### config.mk
export PLATFORM = sky130hd
export DESIGN_NAME = prog_clk_divider_flat
export DESIGN_NICKNAME = d
export VERILOG_FILES = /design/src/rtl/prog_clk_divider_if.sv /design/src/rtl/prog_clk_divider.sv /design/src/flat_wrapper.sv
export SDC_FILE = /design/constraint.sdc
export NUM_CORES = 1
export LEC_CHECK = 0
export ABC_AREA = 1
export ABC_CLOCK_PERIOD_IN_PS = 5200
export BUFFER_PORTS_ARGS = -buffer_cell sky130_fd_sc_hd__buf_2
export CORE_MARGIN = 2
export CORE_UTILIZATION = 50
export DETAILED_ROUTE_END_ITERATION = 16
export HOLD_SLACK_MARGIN = 0.08
export PLACE_DENSITY = 0.76
export SLEW_MARGIN = 25
export SYNTH_ARGS = -nofsm -noshare
export SYNTH_HDL_FRONTEND = slang
export SYNTH_SLANG_ARGS = --single-unit
export TNS_END_PERCENT = 20
### constraint.sdc
create_clock -name clk_in -period 5.2 [get_ports clk_in]
set_input_delay 0.78 -clock clk_in [delete_from_list [all_inputs] [get_ports clk_in]]
set_output_delay 0.78 -clock clk_in [all_outputs]
set_load 0.005 [all_outputs]
### src/rtl/prog_clk_divider_if.sv
// prog_clk_divider_if: divisor configuration handshake (valid/ready plus reject pulse)
interface prog_clk_divider_if #(parameter int W = 8);
  logic         cfg_valid;
  logic [W-1:0] cfg_div;
  logic         cfg_ready;
  logic         cfg_err;
  modport master (output cfg_valid, cfg_div, input cfg_ready, cfg_err);
  modport slave  (input cfg_valid, cfg_div, output cfg_ready, cfg_err);
endinterface

### src/rtl/prog_clk_divider.sv
// prog_clk_divider: runtime-programmable integer clock divider with tick strobe
module prog_clk_divider #(
  parameter int W           = 8,
  parameter int DEFAULT_DIV = 16
) (
  input  logic                 clk_in,
  input  logic                 rstn,
  input  logic                 en,
  prog_clk_divider_if.slave    cfg,
  output logic                 clk_out,
  output logic                 tick,
  output logic [W-1:0]         cur_div
);
  logic [W-1:0] cnt, cnt_nxt, pend_div, div_nxt;
  logic [W:0]   hi;
  logic         pending, boundary, accept;
  always_comb begin
    boundary = en && (cnt == cur_div - W'(1));
    accept   = cfg.cfg_valid && !pending;
    cnt_nxt  = boundary ? '0 : cnt + W'(1);
    div_nxt  = (boundary && pending) ? pend_div : cur_div;
    hi       = ({1'b0, div_nxt} + (W+1)'(1)) >> 1;
  end
  assign cfg.cfg_ready = !pending;
  always_ff @(posedge clk_in) begin
    if (!rstn) begin
      cnt         <= W'(DEFAULT_DIV - 1);
      clk_out     <= 1'b0;
      tick        <= 1'b0;
      cur_div     <= W'(DEFAULT_DIV);
      pend_div    <= W'(DEFAULT_DIV);
      pending     <= 1'b0;
      cfg.cfg_err <= 1'b0;
    end else begin
      tick        <= en && (cnt_nxt == '0);
      cfg.cfg_err <= accept && (cfg.cfg_div < W'(2));
      if (en) begin
        cnt     <= cnt_nxt;
        clk_out <= {1'b0, cnt_nxt} < hi;
      end
      // apply (pending=1) and accept (pending=0) are mutually exclusive on any edge
      if (boundary && pending) begin
        cur_div <= pend_div;
        pending <= 1'b0;
      end else if (accept && cfg.cfg_div >= W'(2)) begin
        pend_div <= cfg.cfg_div;
        pending  <= 1'b1;
      end
    end
  end
endmodule

### src/flat_wrapper.sv
// flat-port wrapper written by rule: the top's interface ports become plain ports
module prog_clk_divider_flat 
#(
  parameter int W           = 8,
  parameter int DEFAULT_DIV = 16
)
  (clk_in, rstn, en, clk_out, tick, cur_div, cfg_cfg_valid, cfg_cfg_div, cfg_cfg_ready, cfg_cfg_err);
  prog_clk_divider_if #(.W(W)) cfg_i ();
  input  logic clk_in;
  input  logic rstn;
  input  logic en;
  output logic clk_out;
  output logic tick;
  output logic [W-1:0] cur_div;
  input wire logic [$bits(cfg_i.cfg_valid)-1:0] cfg_cfg_valid;
  input wire logic [$bits(cfg_i.cfg_div)-1:0] cfg_cfg_div;
  output wire logic [$bits(cfg_i.cfg_ready)-1:0] cfg_cfg_ready;
  output wire logic [$bits(cfg_i.cfg_err)-1:0] cfg_cfg_err;
  assign cfg_i.cfg_valid = cfg_cfg_valid;
  assign cfg_i.cfg_div = cfg_cfg_div;
  assign cfg_cfg_ready = cfg_i.cfg_ready;
  assign cfg_cfg_err = cfg_i.cfg_err;
  prog_clk_divider #(.W(W), .DEFAULT_DIV(DEFAULT_DIV)) u_core (.clk_in(clk_in), .rstn(rstn), .en(en), .cfg(cfg_i), .clk_out(clk_out), .tick(tick), .cur_div(cur_div));
endmodule
==> flow_metrics.py, run 1 <==
metrics = {
    "timing": {
        "fin_crit_sh_pct": 66.4,
        "rsz0062_at_grt": "false",
        "worst_pin_slew_ps": 421,
        "fmax_mhz": 290,
        "min_period_ps": 3450,
        "maxSlewViolCount": 0,
        "fin_skew_ps": 2.36,
        "setup-violations-final": 0,
        "fin_setup_tns_ps": 0,
        "maxSlewHeadroom_pct": 71.9,
        "timing_hold_violations_final": 0,
    },
    "die": {
        "core_area_sq_mm": 0.00366,
        "dieArea_sq_mm": 0.00429,
        "ios": 24,
        "die_w_microns": 65.5,
        "die_h_microns": 65.5,
        "start_util_pct": 51.7,
        "rows": 22,
    },
    "yosys": {
        "synth.yosys.seq_area_share_pct": 29.6,
        "yosysWarnings": 0,
        "yosys-top-cells-area": "dfxtp_1 30%, nand2_1 14%, inv_1 8.3%",
        "syn_area_sq_mm": 0.00189,
        "synth_top_cell_by_area": "dfxtp_1",
        "synth_nets": 307,
        "synth.distinct_cells": 29,
        "synth_top_area_share_pct": 29.6,
        "ys_ff_latch": 28,
        "synthCells": 285,
        "synth.avg_cell_area_sq_um": 6.64,
    },
    "worst_setup_path": {
        "critPathMaxStageDelay_ps": 390,
        "critical_path.startpoint": "u_core.cur_div[0]",
        "startpoint_type": "flip-flop",
        "path_buf_inv": 3,
        "cp.required_ps": 5410,
        "rr_startpoint": "u_core.cur_div[0]",
        "critPathMostFrequentCell": "ha_1",
        "r2r_slack_ps": 1750,
        "path_cells": "inv_2 -> ha_1 -> xnor2_1 -> nor2_1 -> nand2_2 -> nor2_4 -> nand3_4 -> clkinv_4 -> nand2_4 -> o21ai_2 -> inv_1 -> ha_1 -> nand3_1 -> xor2_1 -> ha_1 -> a21oi_1 -> nor2_1 -> a2111oi_0 -> nand2_1 -> a21oi_1",
        "slowest_stage": "dfxtp_1",
        "crit_path_max_fanout": 8,
        "critPathKind": "flip-flop to flip-flop",
        "endpoint_kind": "flip-flop",
        "reg2regPathDepth": 20,
        "critPathTopFamily": "adder cells",
        "crit_arrival_ps": 3670,
        "worstReg2RegEnd": "u_core.clk_out",
    },
    "power_and_ir_drop": {
        "p_comb_share_pct": 24.8,
        "switching_share_pct": 31.1,
        "pwr-share-clk_pct": 31.6,
        "total_power_uw": 555,
        "seq_power_share_pct": 43.7,
        "p_switching_uw": 172,
        "power_density_mw_per_mm2": 261,
        "p_leak_nw": 1.08,
        "internal_power_uw": 382,
        "ir_drop_mv": 0.129,
    },
    "grt": {
        "use_met1_pct": 27.6,
        "grt_overflow": 0,
        "grt_pass1_wl_microns": 6980,
        "busiest_layer": "met2",
        "antenna_found_initial": 0,
        "track_usage_pct": 21.0,
        "grt_pass1_vias": 1537,
        "grt_max_degree": 18,
        "grtUsageMet3_pct": 2.91,
        "grt.met2_usage_pct": 35.2,
    },
    "clock_tree": {
        "ctsResizeCount": 0,
        "cts-buffers-inserted": 3,
        "h-tree-depth": 1,
        "cts_hold_buf": 0,
        "cts_tree": "done",
        "cts_root_buf": "clkbuf_8",
        "cts_buffer_depth": 2,
        "clock_latency_ps": 280,
        "cts_setup_buffers": 0,
        "clk_pin_slew_ps": 100,
        "clkSinkCount": 28,
    },
    "place": {
        "port_buffers": 23,
        "gp_congestion": 0.865,
        "dp_hpwl_microns": 3270,
    },
    "finish": {
        "layout-drive-gt1-share_pct": 18.8,
        "final_util_pct": 58.0,
        "area_growth_syn_to_layout_pct": 12.2,
        "num_antenna_cells": 0,
        "nets": 331,
        "fill_cells": 366,
    },
    "worst_hold_path": {
        "hold_end": "u_core.pend_div[3]",
        "worstHoldPathCells": 2,
        "min_path_type": "flip-flop to flip-flop",
        "hp-start": "u_core.pend_div[3]",
    },
    "detailed_routing": {
        "viasPerCell": 4.99,
        "drc": 0,
        "vias": 1776,
        "dr.pass1.iters": 4,
        "ant_nets": 0,
        "drt_iter0_markers": 130,
        "wl_per_cell_microns": 11.4,
        "drt-total-wl_microns": 4070,
    },
    "status": {
        "status": "complete, no violations",
    },
    "flow_run": {
        "maxCapViolations": 0,
    },
}
-- per-stage QoR --
| step | worst slack [ps] | instances | hold WS (ps) | area [sq um] |
|---|---|---|---|---|
| after floorplan | 2050 | 285 | 424 | 1890 |
| after global placement | 1690 | 352 | 446 | 2050 |
| after detailed placement | 1600 | 352 | 452 | 2050 |
| after CTS | 1720 | 356 | 467 | 2120 |
| after global routing | 1300 | 356 | 484 | 2120 |
| final | 1750 | 356 | 468 | 2120 |
-- synthesized netlist by cell type, drive strengths merged --
cell type / number
xor2: 7
a2111oi: 1
nor2: 47
o211ai: 2
clkbuf: 4
nor4: 2
xnor2: 4
o21ai: 23
clkinv: 1
inv: 47
ha: 10
nand4: 3
dfxtp: 28
nor3: 3
a211oi: 1
nand3b: 1
a21oi: 15
nand3: 10
nand2: 76
-- per-layer routing --
metal | part of all wire, % | up-vias
met2 | 47 | 46
met3 | 3.9 | 8
met1 | 47 | 782
met5 | 0 | -
li1 | - | 940
met4 | 2.0 | 0
-- flip-flops by register name, indices dropped and copies added (netlist names) --
register	count
u_core.clk_out	1
u_core.cfg.cfg_err	1
u_core.tick	1
u_core.pending	1
u_core.cnt	8
u_core.pend_div	8
u_core.cur_div	8
-- worst reg2reg max path: stages (launching register included) --
cell	delay [ps]
dfxtp_1	390
inv_2	90
ha_1	330
xnor2_1	140
nor2_1	140
nand2_2	80
nor2_4	120
nand3_4	140
clkinv_4	100
nand2_4	80
o21ai_2	220
inv_1	120
ha_1	230
nand3_1	120
xor2_1	160
ha_1	260
a21oi_1	140
nor2_1	50
a2111oi_0	280
nand2_1	90
a21oi_1	120
-- cell usage in the layout, fill, tap and decap left out, drive strengths merged --
cell type	n
inv	47
nand4	3
nand3	10
o21ai	23
ha	10
nor4	2
nand3b	1
nand2	76
dfxtp	28
o211ai	2
clkinv	1
xor2	7
a211oi	1
nor3	3
clkbuf	3
xnor2	4
nor2	47
buf	23
a21oi	15
bufinv	1
a2111oi	1
-- cell families after synthesis --
kind of cell / Yosys count / synth area share, %
flip-flops: 28 / 29.6
AND/OR/NAND/NOR: 142 / 34.6
buffers and inverters: 52 / 10.6
XOR/XNOR: 11 / 5.49
AO/OA/AOI/OAI: 42 / 13.1
adder cells (fa/ha/maj): 10 / 6.61
-- power by group through the flow --
stage	sequential [mW]	combinational, mW	clock (mW)
floorplan	0.243	0.106	0
global placement	0.247	0.133	0
detailed placement	0.247	0.135	0
CTS	0.242	0.137	0.177
global route	0.244	0.159	0.185
finish	0.242	0.137	0.175
-- worst max-delay path by stage --
| stage | end | slack, ps | cells past startpoint |
|---|---|---|---|
| floorplan | u_core.clk_out | 2050 | 20 |
| global placement | u_core.clk_out | 1690 | 19 |
| detailed placement | u_core.clk_out | 1600 | 19 |
| CTS | u_core.clk_out | 1720 | 20 |
| global route | u_core.clk_out | 1300 | 23 |
| finish | u_core.clk_out | 1750 | 20 |
-- area by class of cell --
class                           instances  area [sq um]  share of cell area [%]
Multi-Input combinational cell        205          1130                    53.3
Tap cell                               48          60.1                    2.83
Timing Repair Buffer                   23           115                    5.42
Sequential cell                        28           561                    26.4
Clock inverter                          1          30.0                    1.41
Clock buffer                            3          41.3                    1.94
Inverter                               48           185                    8.72
Power figures use the tool's default switching activity.
==> run 2, diff against run 1 <==
- ABC_CLOCK_PERIOD_IN_PS: 5200 -> 3300
- clock period: 5.2 -> 3.3 ns (I/O delays scaled with it)
==> run 2 against run 1 <==
Net effect: global-route usage increased by 1.2 points; final area increased by 4.7%; core utilization increased by 2.7 points; sequential power increased by 57%; register-to-register slack got worse by 1500 ps; hold slack got worse by 29 ps; first-iteration DRC count decreased by 35%; clock skew about the same; largest power group unchanged; highest routed layer unchanged.
==> flow_metrics.py, run 2 (synthesis gave the netlist of run 1 again) <==
metrics = {
    "status": {
        "status": "complete, no violations",
    },
    "finish": {
        "multi_input_area_sq_mm": 0.00119,
        "area_growth_syn_to_layout_pct": 17.4,
        "final-seq-area_sq_um": 564,
        "num_antenna_cells": 0,
        "fill_cells": 340,
        "final_cell_mix": "71 x nand2_1, 41 x inv_1, 37 x nor2_1, 27 x dfxtp_1, 23 x buf_2",
        "nets": 336,
        "layout_commonest_cell": "nand2_1",
        "finish.instance_area_sq_mm": 0.00222,
        "largestRegisters": "u_core.cnt x8, u_core.cur_div x8, u_core.pend_div x8",
        "finalNonFillerCells": 361,
        "layout-drive-gt1-share_pct": 22.4,
    },
    "die": {
        "ios": 24,
        "rows": 22,
        "die_w_microns": 65.5,
        "core_area_sq_mm": 0.00366,
        "dieArea_sq_mm": 0.00429,
        "start_util_pct": 51.7,
        "die_h_microns": 65.5,
    },
    "place": {
        "placed_cells": 355,
        "dp_hpwl_microns": 3410,
        "gp_congestion": 0.886,
        "placed_cell_area_sq_mm": 0.00208,
        "port_buffers": 23,
    },
    "detailed_routing": {
        "vias": 1794,
        "ant_nets": 0,
        "dr.pass1.iters": 4,
        "wl_per_cell_microns": 12.2,
        "viasPerCell": 4.97,
        "drt_iter0_markers": 85,
        "drc": 0,
        "drt-total-wl_microns": 4400,
    },
    "worst_setup_path": {
        "startpoint_type": "flip-flop",
        "slowest_stage": "dfxtp_4",
        "crit_path_max_fanout": 8,
        "path_cells": "inv_4 -> ha_4 -> xnor2_1 -> nor2_1 -> nand2_2 -> nor2_4 -> nand3_4 -> clkinv_4 -> nand2_4 -> nand2_1 -> o21ai_2 -> inv_2 -> ha_4 -> nand3_1 -> xor2_1 -> ha_1 -> a21oi_2 -> nor2_1 -> a2111oi_2 -> nand2_1 -> a21oi_1",
        "critPathKind": "flip-flop to flip-flop",
        "crit_arrival_ps": 3250,
        "path_depth": 21,
        "critPathTopFamily": "simple AND/OR/NAND/NOR gates",
        "critPathMaxStageDelay_ps": 370,
        "reg2regPathDepth": 21,
        "path_buf_inv": 3,
        "cp.required_ps": 3510,
        "endpoint_kind": "flip-flop",
    },
    "grt": {
        "grt_pass1_vias": 1616,
        "track_usage_pct": 22.1,
        "antenna_found_initial": 0,
        "grt_pass1_wl_microns": 7220,
        "grt_max_degree": 18,
        "grt_overflow": 0,
    },
    "timing": {
        "timing_hold_violations_final": 0,
        "min_period_ps": 3040,
        "fin_crit_sh_pct": 92.0,
        "fin_skew_ps": 2.58,
        "fin_setup_tns_ps": 0,
        "maxSlewHeadroom_pct": 71.8,
        "worst_pin_slew_ps": 418,
        "maxSlewViolCount": 0,
        "fmax_mhz": 329,
        "rsz0062_at_grt": "false",
        "setup-violations-final": 0,
    },
    "worst_hold_path": {
        "worstHoldPathCells": 3,
        "min_path_type": "primary input to flip-flop",
    },
    "clock_tree": {
        "cts_tree": "done",
        "cts_hold_buf": 0,
        "clk_pin_slew_ps": 100,
        "h-tree-depth": 1,
        "cts_root_buf": "clkbuf_8",
        "cts_buffer_depth": 2,
        "cts-buffers-inserted": 3,
        "clkSinkCount": 28,
        "clock_latency_ps": 280,
    },
    "power_and_ir_drop": {
        "ir_drop_mv": 0.244,
        "power_density_mw_per_mm2": 400,
        "p_leak_nw": 1.10,
        "total_power_uw": 888,
    },
    "flow_run": {
        "maxCapViolations": 0,
    },
}
==> run 2: cell types whose count changed in the layout (fill, tap and decap cells not counted), sizes merged <==
cell / delta
buf: +5
==> run 2: path summary, 6_finish.rpt <==
check / startpoint / end / slack [ps]
setup / recovery: u_core.cur_div[0] / u_core.clk_out / 260
hold / removal: cfg_cfg_div[0] / u_core.pend_div[0] / 440
setup reg to reg: u_core.cur_div[0] / u_core.clk_out / 260
hold reg to reg: u_core.pend_div[3] / u_core.pend_div[3] / 470
==> run 2: cell type report <==
type	count	share of cell area, %
clock inverters	1	1.35
repair buffers	28	6.87
flip-flops and latches	28	25.4
clock buffers	3	1.86
well taps	48	2.70
multi-input cells	205	53.4
inverters	48	8.44
==> run 2: layer usage <==
layer	wire, microns	global-route usage [%]
met2	2140	39.3
met1	2000	27.0
met4	72	8.59
met5	0	0
met3	196	2.91
==> run 2: report_power, final <==
part / internal, mW / switching [mW]
Clock: 0.162 / 0.108
Combinational: 0.0896 / 0.147
Sequential: 0.360 / 0.0213
Total: 0.612 / 0.276
==> run 2: through the flow <==
stage	setup WS (ps)	utilization, %	hold WS (ps)
floorplan	145	-	424
global placement	116	56.7	441
detailed placement	-33.9	56.7	458
CTS	42.6	58.8	431
global route	23.7	60.7	433
finish	264	60.7	439
==> run 2: timing repair <==
action,CTS,global route
pin swaps,0,2
resized for setup,2,11
buffers inserted,0,2
endpoints found under the hold margin,0,0
endpoints found under the setup margin,1,1
==> run 2: worst register-to-register path: stages (launching register included) <==
cell       delay, ps
dfxtp_4          370
inv_4             90
ha_4             200
xnor2_1          110
nor2_1           120
nand2_2           80
nor2_4           120
nand3_4          140
clkinv_4         100
nand2_4           80
nand2_1           90
o21ai_2           60
inv_2             80
ha_4             140
nand3_1          110
xor2_1           160
ha_1             310
a21oi_2          140
nor2_1            60
a2111oi_2        200
nand2_1           90
a21oi_1          110
